<file path="src/rtl/pick_fifo_pkg.sv">
// Shared definitions for the multi-flux FIFO read scheduler: tag width,
// scheduler state encoding and weight extraction from the flattened config bus.
package pick_fifo_pkg;

  localparam int FLUX_DEFAULT = 2;
  localparam int TAG_WIDTH    = $clog2(FLUX_DEFAULT);
  localparam int CFG_MAX_W    = 256;

  typedef enum logic {
    ST_IDLE  = 1'b0,
    ST_SERVE = 1'b1
  } sched_state_t;

  // Weight idx of a bus packed as wbits-wide fields; the caller zero-extends to CFG_MAX_W.
  function automatic logic [15:0] weight_at(input logic [CFG_MAX_W-1:0] flat,
                                            input int idx, input int wbits);
    logic [CFG_MAX_W-1:0] sh;
    logic [CFG_MAX_W-1:0] mask;
    sh   = flat >> (idx * wbits);
    mask = (CFG_MAX_W'(1) << wbits) - CFG_MAX_W'(1);
    return 16'(sh & mask);
  endfunction

endpackage

</file>
<file path="src/rtl/pick_fifo_rd_sched_rr_next_sel.sv">
// Combinational circular first-set search over req, starting at start.
// REVERSE walks downward (start, start-1, ...) instead of upward.
module rr_next_sel #(
  parameter int N       = 2,
  parameter int IW      = 1,
  parameter bit REVERSE = 1'b0
) (
  input  logic [N-1:0]  req,
  input  logic [IW-1:0] start,
  output logic [IW-1:0] idx,
  output logic          found
);

  int j;

  always_comb begin
    idx   = '0;
    found = 1'b0;
    j     = 0;
    for (int k = 0; k < N; k++) begin
      if (!found) begin
        j = REVERSE ? ((int'(start) - k + N) % N) : ((int'(start) + k) % N);
        if (req[j]) begin
          found = 1'b1;
          idx   = IW'(j);
        end
      end
    end
  end

endmodule

</file>
<file path="src/rtl/pick_fifo_rd_sched.sv">
// Read-side scheduler for the multi-flux tagged FIFO: picks the flux to pop
// (weighted round-robin or strict priority) and registers the word downstream.
module pick_fifo_rd_sched
  import pick_fifo_pkg::*;
#(
  parameter int WIDTH    = 8,
  parameter int FLUX     = 2,
  parameter int WEIGHT_W = 4
) (
  input  logic                       ck,
  input  logic                       rst,
  input  logic                       en,
  input  logic                       cfg_prio,
  input  logic [FLUX*WEIGHT_W-1:0]   cfg_weight,
  input  logic [FLUX-1:0]            fifo_empty,
  input  logic [WIDTH-1:0]           fifo_data,
  output logic [FLUX-1:0]            fifo_rd,
  output logic                       out_valid,
  input  logic                       out_ready,
  output logic [WIDTH-1:0]           out_data,
  output logic [$clog2(FLUX)-1:0]    out_flux,
  output logic [$clog2(FLUX)-1:0]    cur_flux
);

  localparam int TW = $clog2(FLUX);

  // Handshake: a word moves downstream on any cycle with out_valid & out_ready;
  // out_valid and out_data never change while out_valid & ~out_ready.

  sched_state_t          state;
  logic [WEIGHT_W-1:0]   credit [FLUX];
  logic [WEIGHT_W-1:0]   wt_eff [FLUX];
  logic [WEIGHT_W-1:0]   w_tmp;

  logic [FLUX-1:0]       req;
  logic                  can_pop;
  logic                  pop;
  logic                  serve_hit;
  logic [TW-1:0]         cur_next;
  logic [TW-1:0]         wrr_start;
  logic [TW-1:0]         wrr_idx;
  logic                  wrr_found;
  logic [TW-1:0]         prio_idx;
  logic                  prio_found;
  logic [TW-1:0]         grant;

  function automatic logic [TW-1:0] wrap_inc(input logic [TW-1:0] x);
    return (x == TW'(FLUX - 1)) ? '0 : x + TW'(1);
  endfunction

  // A programmed weight of 0 behaves like 1.
  always_comb begin
    w_tmp = '0;
    for (int i = 0; i < FLUX; i++) begin
      w_tmp     = WEIGHT_W'(weight_at(CFG_MAX_W'(cfg_weight), i, WEIGHT_W));
      wt_eff[i] = (w_tmp == '0) ? WEIGHT_W'(1) : w_tmp;
    end
  end

  assign req       = ~fifo_empty;
  assign can_pop   = en & (~out_valid | out_ready) & ~(&fifo_empty);
  assign serve_hit = (state == ST_SERVE) & req[cur_flux];
  assign cur_next  = wrap_inc(cur_flux);
  // SERVE only searches when the served flux ran dry, so start past it.
  assign wrr_start = (state == ST_SERVE) ? cur_next : cur_flux;

  rr_next_sel #(.N(FLUX), .IW(TW), .REVERSE(1'b0)) u_wrr_sel (
    .req   (req),
    .start (wrr_start),
    .idx   (wrr_idx),
    .found (wrr_found)
  );

  rr_next_sel #(.N(FLUX), .IW(TW), .REVERSE(1'b1)) u_prio_sel (
    .req   (req),
    .start (TW'(FLUX - 1)),
    .idx   (prio_idx),
    .found (prio_found)
  );

  assign grant   = cfg_prio ? prio_idx : (serve_hit ? cur_flux : wrr_idx);
  assign pop     = can_pop & (cfg_prio ? prio_found : (serve_hit | wrr_found));
  assign fifo_rd = pop ? (FLUX'(1) << grant) : '0;

  always_ff @(posedge ck or posedge rst) begin
    if (rst) begin
      state     <= ST_IDLE;
      cur_flux  <= '0;
      out_valid <= 1'b0;
      out_data  <= '0;
      out_flux  <= '0;
      for (int i = 0; i < FLUX; i++) credit[i] <= '0;
    end else begin
      if (pop) begin
        out_data  <= fifo_data;
        out_flux  <= grant;
        out_valid <= 1'b1;
      end else if (out_valid && out_ready) begin
        out_valid <= 1'b0;
      end

      if (pop && !cfg_prio) begin
        if (serve_hit) begin
          credit[cur_flux] <= credit[cur_flux] - WEIGHT_W'(1);
          if (credit[cur_flux] == WEIGHT_W'(1)) begin
            cur_flux <= cur_next;
            state    <= ST_IDLE;
          end
        end else begin
          // Served flux went empty with credit left: drop it and move on this cycle.
          if (state == ST_SERVE) credit[cur_flux] <= '0;
          credit[wrr_idx] <= wt_eff[wrr_idx] - WEIGHT_W'(1);
          if (wt_eff[wrr_idx] > WEIGHT_W'(1)) begin
            cur_flux <= wrr_idx;
            state    <= ST_SERVE;
          end else begin
            cur_flux <= wrap_inc(wrr_idx);
            state    <= ST_IDLE;
          end
        end
      end
    end
  end

  a_no_empty_pop: assert property (@(posedge ck) disable iff (rst)
    (fifo_rd & fifo_empty) == '0);

endmodule

</file>
<file path="config.mk">
export PLATFORM = sky130hd
export DESIGN_NAME = pick_fifo_rd_sched
export DESIGN_NICKNAME = d
export VERILOG_FILES = /design/src/rtl/pick_fifo_pkg.sv /design/src/rtl/pick_fifo_rd_sched_rr_next_sel.sv /design/src/rtl/pick_fifo_rd_sched.sv
export SDC_FILE = /design/constraint.sdc
export NUM_CORES = 1
export LEC_CHECK = 0
export CAP_MARGIN = 20
export CORE_MARGIN = 2
export CORE_UTILIZATION = 30
export CTS_CLUSTER_SIZE = 24
export DETAILED_ROUTE_END_ITERATION = 12
export HOLD_SLACK_MARGIN = 0.15
export SYNTH_ARGS = -nofsm -noshare
export SYNTH_HDL_FRONTEND = slang
export SYNTH_HIERARCHICAL = 1
export SYNTH_SLANG_ARGS = --single-unit
export TNS_END_PERCENT = 10
</file>
<file path="constraint.sdc">
create_clock -name ck -period 3.52 [get_ports ck]
set_clock_uncertainty 0.05 [all_clocks]
set_input_delay 0.88 -clock ck [delete_from_list [all_inputs] [get_ports ck]]
set_output_delay 0.88 -clock ck [all_outputs]
set_load 0.01 [all_outputs]
</file>
After elaboration in Yosys (flattened, before gate mapping)
Cells that the tools add are included.
{ "classes": {"magnitude_cmp": 8, "bitwise_logic": 14, "shift": 1, "n_mux": 50, "n_reduce_logical": 10, "n_eq_ne": 2, "add_sub_neg": 5} }
{ "ops": {"columns": ["operator", "n"], "rows": [
  ["$mux W4", 10],
  ["$mux W8", 4],
  ["$mux W1", 31],
  ["$bwmux W8", 2],
  ["$and A8 B8 Y8", 1],
  ["$demux W4 S1", 2],
  ["$logic_not A4 Y1", 2],
  ["$not A8 Y8", 1],
  ["$sub A4 B1 Y4 const B", 2],
  ["$and A1 B1 Y1", 4],
  ["$eq A4 B1 Y1 const B", 1],
  ["$ge A2 B2 Y1 const B", 2],
  ["$gt A4 B1 Y1 const B", 1],
  ["$logic_and A1 B1 Y1", 4],
  ["$lt A1 B2 Y1 const B", 2],
  ["$lt A2 B1 Y1 const B", 2],
  ["$not A1 Y2", 2],
  ["$reduce_and A2 Y1", 2],
  ["$add A1 B1 Y1 const B", 3],
  ["$lt A2 B3 Y1 const B", 1],
  ["$mux W2", 1],
  ["$ne A2 B1 Y1 const B", 1],
  ["$not A1 Y1", 2],
  ["$not A2 Y2", 1],
  ["other kinds (5)", 6]
]} }
{ "totals": {"reg_bits": 20, "input_bits": 23, "elab_cells": 97} }

Logic depth before layout (Yosys ltp)
Gate-level depths: netlist (run 1).
{ "depth": {"ltp_word": 17, "depth_mapped": 13} }

Modules after synthesis
Netlist (run 1), hierarchy kept.
{ "by_module_without_submodules": {"columns": ["module", "instances", "area_each_um2", "cells_each"], "rows": [
  ["pick_fifo_rd_sched", 1, 1402.6, 152],
  ["rr_next_sel", 2, 17.5, 3]
]} }

Worst setup path before layout (run 1)
Ideal clock, no wire load.
{ "synth_path": {"kind": "input to output", "startpoint": "input fifo_empty[1]", "endpoint": "output fifo_rd[1]", "setup_slack_ps": 625, "stages": 7, "n_path_buf": 1, "required_time_ps": 2590, "arrival_ps": 1965, "cell_sequence": "inv_1 a21boi_1 buf_4 o21ai_0 a21boi_0 o21ai_0 and2_1"} }
{ "synth_between": {"elab_chain_len": 10, "elab_cells_between_ends": 28, "cone_classes": "shift: 1; mux: 20; bitwise: 6; reduce/logical: 1"} }
{ "synth_lines": {"columns": ["item", "line_no", "text"], "rows": [
  ["start, declared", "pick_fifo_rd_sched.sv:15", "input logic [FLUX-1:0] fifo_empty,"],
  ["$not A2 Y2 (*)", "pick_fifo_rd_sched.sv:60", "assign req = ~fifo_empty;"],
  ["$mux W1 (not written as such) (2 in a row)", "pick_fifo_rd_sched_rr_next_sel.sv:23", "if (req[j]) begin"],
  ["$mux W1 (2 in a row)", "pick_fifo_rd_sched_rr_next_sel.sv:23", null],
  ["$mux W1 (*)", "pick_fifo_rd_sched_rr_next_sel.sv:21", "if (!found) begin"],
  ["net wrr_idx", "pick_fifo_rd_sched.sv:41", "logic [TW-1:0] wrr_idx;"],
  ["$mux W1 (*) (2 in a row)", "pick_fifo_rd_sched.sv:81", "assign grant = cfg_prio ? prio_idx : (serve_hit ? cur_flux : wrr_idx);"],
  ["$shl A1 B1 Y2 (*)", "pick_fifo_rd_sched.sv:83", "assign fifo_rd = pop ? (FLUX'(1) << grant) : '0;"],
  ["$mux W2 (*)", "pick_fifo_rd_sched.sv:83", null],
  ["end, declared", "pick_fifo_rd_sched.sv:17", "output logic [FLUX-1:0] fifo_rd,"]
]} }
The timed path passes the listed nets; every way through them passes the cells marked *. The select of a mux whose other input is x is not followed.

Worst setup path after layout (run 1)
{ "layout_path": {"startpoint": "input fifo_empty[1]", "endpoint": "output fifo_rd[1]"} }
{ "layout_between": {"elab_chain_len": 10, "elab_cells_between_ends": 28, "cone_classes": "shift: 1; mux: 20; bitwise: 6; reduce/logical: 1"} }
{ "layout_lines": {"columns": ["item", "line_no", "text"], "rows": [
  ["$not A2 Y2 (*)", "pick_fifo_rd_sched.sv:60", null],
  ["net req[1]", "pick_fifo_rd_sched.sv:35", "logic [FLUX-1:0] req;"],
  ["$mux W1 (not written as such) (3 in a row)", "pick_fifo_rd_sched_rr_next_sel.sv:23", null],
  ["$mux W1", "pick_fifo_rd_sched_rr_next_sel.sv:23", null],
  ["$mux W1 (*)", "pick_fifo_rd_sched_rr_next_sel.sv:21", null],
  ["net wrr_found", "pick_fifo_rd_sched.sv:42", "logic wrr_found;"],
  ["$or A1 B1 Y1 (*)", "pick_fifo_rd_sched.sv:82", "assign pop = can_pop & (cfg_prio ? prio_found : (serve_hit | wrr_found));"],
  ["$mux W1 (*)", "pick_fifo_rd_sched.sv:82", null],
  ["$and A1 B1 Y1 (*)", "pick_fifo_rd_sched.sv:82", null],
  ["$mux W2 (*)", "pick_fifo_rd_sched.sv:83", null]
]} }
Marks and branches as above.

==> results of run 1 <==
-- routing by layer --
| metal | vias to the layer above | share of wire (%) | wire [um] |
|---|---|---|---|
| li1 | 666 | - | - |
| met2 | 37 | 43 | 1500 |
| met3 | 4 | 5.1 | 179 |
| met1 | 602 | 51 | 1770 |
| met5 | - | 0 | 0 |
| met4 | 0 | 0.89 | 31 |
-- path summary, 6_finish.rpt --
kind,startpoint,to,slack (ns),cells after the start
setup / recovery,fifo_empty[1],fifo_rd[1],0.11,8
hold / removal,out_data[6]$_DFFE_PP0P_,out_data[6]$_DFFE_PP0P_,0.47,1
setup reg to reg,state$_DFFE_PP0P_,cur_flux$_DFFE_PP0P_,1.08,10
hold reg to reg,out_data[6]$_DFFE_PP0P_,out_data[6]$_DFFE_PP0P_,0.47,1
max in group asynchronous,rst,state$_DFFE_PP0P_,1.95,2
min in group asynchronous,rst,out_data[3]$_DFFE_PP0P_,1.00,2
-- registers in the layout, summed over array words and instances, names as in the netlist --
signal and count:
out_flux 1, credit 8, out_valid 1, out_data 8, cur_flux 1, state 1
-- layout by cell type (no fill, tap or decap), types with 2 or more instances in the layout --
master | netlist | layout
nand2b_1 | 3 | 3
a21boi_1 | 2 | 2
clkdlybuf4s50_1 | 0 | 33
nand2_1 | 13 | 13
clkbuf_8 | 0 | 3
nor3b_1 | 4 | 4
nand4_1 | 2 | 2
nand3_1 | 3 | 3
nor2_1 | 13 | 13
or2_1 | 2 | 2
nor3_1 | 8 | 8
a31oi_1 | 3 | 3
ha_1 | 3 | 3
mux2i_1 | 4 | 4
inv_1 | 10 | 10
o2bb2ai_1 | 3 | 3
and2_1 | 2 | 2
a21oi_1 | 7 | 7
mux2_4 | 8 | 8
a21o_1 | 2 | 2
o21ai_0 | 14 | 12
buf_4 | 1 | 16
dfrtp_1 | 20 | 20
-- logic make-up after synthesis --
logic type	Yosys count
other	1
adder cells (fa/ha/maj)	3
multiplexers	14
AND/OR/NAND/NOR	56
flip-flops	20
buffers and inverters	17
AO/OA/AOI/OAI	46
XOR/XNOR	1
-- where the power goes --
group / switching, W / total [W] / internal [W]
clock: 0.0000797 / 0.000232 / 0.000152
combinational: 0.000327 / 0.000663 / 0.000336
sequential: 0.0000646 / 0.000373 / 0.000308
-- stage by stage --
stage               std cells  worst slack, ns  area, um^2
floorplan                 158            0.625        1440
global placement          255           -0.340        1920
detailed placement        255           -0.391        1920
CTS                       259           0.0154        1990
global route              260           0.0301        2010
finish                    260            0.108        2010
-- final cells by class --
type | count | area (um^2) | share of cell area [%]
timing repair buffer | 51 | 465 | 23.2
inverter | 10 | 37.5 | 1.87
tap | 54 | 67.6 | 3.36
multi-input combinational | 121 | 867 | 43.2
sequential | 20 | 500 | 24.9
clock buffer | 3 | 41.3 | 2.05
clock inverter | 1 | 30.0 | 1.49
-- timing repair --
item,4_1_cts,5_1_grt
buffers inserted,0,1
pin swaps,3,3
endpoints found under the setup margin,2,2
gates cloned,0,0
gates resized for setup,4,7
==> flow_summary.yaml, run 1 <==
yosys:
  yosysMostFrequentCell: "dfrtp_1"
  synth_edf_count: 0
  synthXorXnorAreaFrac_pct: 0.609
  synth_warnings: 6
  synth_compound_area_share_pct: 22.2
  async_reset_ff_share_pct: 100
  synthTopCellsByArea: "dfrtp_1, mux2_4, o21ai_0, nand2_1, nor2_1"
  netlist.area_leader.share_pct: 34.8
  synthCells: 158
  synthFlopType: "dfrtp_1"
  synth_cell_type_count: 48
  ys_seq_area_share_pct: 34.8
  synth_nets: 184
  avgSynthCellArea_um2: 9.10
  synthTopCellsByCount: "dfrtp_1, o21ai_0, nand2_1, nor2_1, inv_1"
  synth_seq_cells: 20
  synthSimpleGateAreaFrac_pct: 20.1
  syn_area_um2: 1440
  synth_top_family_by_area: "compound AO/OA/AOI/OAI gates"
  synth.mux.area_fraction_pct: 13.5
  yosys.area_share.adder_pct: 2.61
  yosys.area.top_type: "dfrtp_1"
critical_path:
  critPathBufInv: 4
  criticalPathCategory: "in2out"
  cp_cell_sequence: "clkdlybuf4s50_1, inv_1, buf_4, or2_1, a21oi_2, a211oi_4, and2_1, clkdlybuf4s15_1"
  crit_slowest_cell: "clkdlybuf4s50_1"
  path_max_fanout: 5
  end_kind: "output pin"
  start_kind: "primary input"
  cp.required_ns: 2.59
  path_delay_family: "buffers and inverters"
  max_stage_delay_ns: 0.48
  arrival_ns: 2.48
finish:
  utilization_pct: 43.1
  drive_above_1_share_pct: 18.4
  syn2layout_area_growth_pct: 39.8
  antenna_cells: 0
  nets: 233
  fillers: 450
run:
  maxCapViolCount: 0
timing:
  tns_ns: 0
  slew_headroom_pct: 49.5
  finalHoldViolCount: 0
  drv_slew: 0
  fin_crit_sh_pct: 96.9
  finalSetupViolCount: 0
  fin_crit_ns: 3.41
  timing.hold.ws_ns: 0.468
  worst_pin_slew_ns: 0.757
  rsz0062_at_grt: "no"
  fmax_ghz: 0.293
clock_network:
  clock_sinks: 20
  clk_path_buf_depth: 2
  cts_hold_buf: 0
  cts_made_buffers: 3
  cts_tree: "built"
  clock_latency_ns: 0.26
  cts-root-buf: "clkbuf_8"
  cts.clk_slew.worst_paths_ns: 0.08
  cts.htree.levels: 1
floorplan:
  die_area_um2: 5360
  die_w_um: 73.2
  core-area_um2: 4660
  start_util_pct: 30.8
  fp-row-count: 25
  io_pins: 36
  die_y_um: 73.2
grt:
  grt_util_met1_pct: 18.7
  grt_pass1_vias: 1296
  antenna_found_initial: 0
  grt_use_met3_pct: 2.76
  grt_start_max_net_pins: 21
  track_usage_pct: 13.7
  top_usage_layer: "met2"
  grt-ovfl-total: 0
  met2_usage_pct: 22.1
  grt_pass1_wl_mm: 5.80
min_path:
  hp-class: "reg2reg"
route:
  drc: 0
  wl_per_cell_um: 13.4
  drt-initial-drc-count: 54
  drt_pass1_iterations: 4
  via_count: 1309
  routed_wirelength_mm: 3.48
  ant_nets: 0
  vias_per_cell: 5.03
place:
  gp_congestion: 0.830
  dpl.hpwl_mm: 2.63
  io_buffers: 35
power:
  p_leak_nw: 0.867
  vdd_ir_drop_max_uv: 271
  power_w: 0.00127
  power.density_nw_per_um2: 631
status:
  status: "complete, no violations"
No activity file was read; power rests on OpenSTA's default activity.
==> run 2: changes to the inputs <==
--- a/config.mk
+++ b/config.mk
@@ -11,6 +11,7 @@
 export CTS_CLUSTER_SIZE = 24
 export DETAILED_ROUTE_END_ITERATION = 12
 export HOLD_SLACK_MARGIN = 0.15
+export MAX_ROUTING_LAYER = met4
 export SYNTH_ARGS = -nofsm -noshare
 export SYNTH_HDL_FRONTEND = slang
 export SYNTH_HIERARCHICAL = 1
==> constraint.sdc (replaced) <==
create_clock -name ck -period 3.4 [get_ports ck]
set_clock_uncertainty 0.05 [all_clocks]
set_input_delay 0.85 -clock ck [delete_from_list [all_inputs] [get_ports ck]]
set_output_delay 0.85 -clock ck [all_outputs]
set_load 0.01 [all_outputs]
==> flow_summary.yaml, run 2 (synthesis results as in run 1) <==
timing:
  worst_pin_slew_ns: 0.755
  drv_slew: 0
  finalHoldViolCount: 0
  fin_crit_ns: 3.33
  timing.hold.ws_ns: 0.468
  fmax_ghz: 0.301
  rsz0062_at_grt: "yes"
  finalSetupViolCount: 0
  fin_crit_sh_pct: 97.8
  tns_ns: 0
  slew_headroom_pct: 49.6
clock_network:
  cts_made_buffers: 3
  clk_path_buf_depth: 2
  clock_latency_ns: 0.26
  cts.clk_slew.worst_paths_ns: 0.08
  clock_sinks: 20
  cts.htree.levels: 1
  cts-root-buf: "clkbuf_8"
  cts_hold_buf: 0
  cts_tree: "built"
critical_path:
  cp_cell_sequence: "clkdlybuf4s50_1, inv_1, buf_4, or2_1, a21oi_2, a211oi_2, buf_4, and2_1, buf_2"
  start_kind: "primary input"
  cp.required_ns: 2.50
  max_stage_delay_ns: 0.48
  crit_slowest_cell: "clkdlybuf4s50_1"
  path_max_fanout: 3
  arrival_ns: 2.43
  criticalPathCategory: "in2out"
  end_kind: "output pin"
  path_common_cell: "buf_4"
power:
  p_sw_w: 0.000488
  p_leak_nw: 0.876
  seqPwrFrac_pct: 29.3
  p_sw_share_pct: 37.2
  pwr-share-clk_pct: 18.5
  pwr-share-comb_pct: 52.2
  internal-power_w: 0.000824
  vdd_ir_drop_max_uv: 220
  power.density_nw_per_um2: 652
finish:
  antenna_cells: 0
  reg_top3: "credit x8, out_data x8"
  utilization_pct: 43.2
  final_common_cell: "clkdlybuf4s50_1"
  drive_above_1_share_pct: 19.3
  fillers: 458
  layout_common_cells: "clkdlybuf4s50_1, dfrtp_1, buf_4"
  final_cells: 261
  syn2layout_area_growth_pct: 39.9
  nets: 234
place:
  dp_cells: 256
  io_buffers: 35
  gp_congestion: 0.842
  dpl.hpwl_mm: 2.58
grt:
  grt_start_max_net_pins: 21
  grt-ovfl-total: 0
  grt_pass1_wl_mm: 5.80
  grt_pass1_vias: 1281
  track_usage_pct: 14.0
  antenna_found_initial: 0
floorplan:
  io_pins: 36
  core-area_um2: 4660
  die_w_um: 73.2
  fp-row-count: 25
  start_util_pct: 30.8
  die_y_um: 73.2
  die_area_um2: 5360
run:
  maxCapViolCount: 0
route:
  wl_met3_um: 243
  via_count: 1343
  drt-initial-drc-count: 77
  routed_wirelength_mm: 3.39
  top_layer: "met4"
  met2_length_mm: 1.41
  wl_met1_mm: 1.69
  drt_pass1_iterations: 4
  vias_per_cell: 5.15
  ant_nets: 0
  wl_per_cell_um: 13.0
  drc: 0
status:
  status: "complete, no violations"
min_path:
  hp-class: "reg2reg"
-- run 2: layout make-up --
class,instances,area [um^2],share of cell area (%)
Inverter,10,37.5,1.87
Sequential cell,20,500,24.9
Clock inverter,1,30.0,1.49
Multi-Input combinational cell,121,863,42.9
Clock buffer,3,41.3,2.05
Tap cell,54,67.6,3.36
Timing Repair Buffer,52,472,23.4
-- run 2: stage by stage --
stage	power, W	area, um^2	worst slack (ns)
after floorplan	0.000829	1440	0.565
after global placement	0.00106	1930	-0.402
after detailed placement	0.00106	1930	-0.436
after CTS	0.00132	2010	-0.0311
after global routing	0.00141	2010	-0.0494
final	0.00131	2010	0.0734
-- run 2: path summary, 6_finish.rpt --
| check | startpoint | end | slack [ns] | depth (start not counted) |
|---|---|---|---|---|
| max | fifo_empty[0] | fifo_rd[1] | 0.07 | 9 |
| min | out_data[6]$_DFFE_PP0P_ | out_data[6]$_DFFE_PP0P_ | 0.47 | 1 |
| max reg2reg | state$_DFFE_PP0P_ | cur_flux$_DFFE_PP0P_ | 1.07 | 9 |
| min reg2reg | out_data[6]$_DFFE_PP0P_ | out_data[6]$_DFFE_PP0P_ | 0.47 | 1 |
| max in group asynchronous | rst | state$_DFFE_PP0P_ | 1.86 | 2 |
| min in group asynchronous | rst | out_data[5]$_DFFE_PP0P_ | 0.97 | 2 |
-- run 2: critical path: cells and delay by family --
kind	cells	cell delay, ns
buffers and inverters	5	0.95
AOI/OAI and AO/OA	2	0.26
and+or+nand+nor	2	0.37
-- run 2: power groups by stage --
| stage | sequential [W] | clock (W) | combinational [W] |
|---|---|---|---|
| floorplan | 0.000392 | 0 | 0.000437 |
| global placement | 0.000388 | 0 | 0.000675 |
| detailed placement | 0.000385 | 0 | 0.000674 |
| CTS | 0.000384 | 0.000248 | 0.000685 |
| global route | 0.000397 | 0.000256 | 0.000761 |
| finish | 0.000385 | 0.000243 | 0.000684 |
-- run 2: what timing repair did --
action                     CTS  global route
resized for setup            8             2
setup endpoints to repair    2             2
pin swaps                    2             3
buffers inserted             1             0
-- run 2: routing by layer --
layer,global-route usage (%),up-vias
li1,-,677
met1,19.3,611
met2,21.0,50
met3,2.35,5
met4,4.32,0
met5,-,-
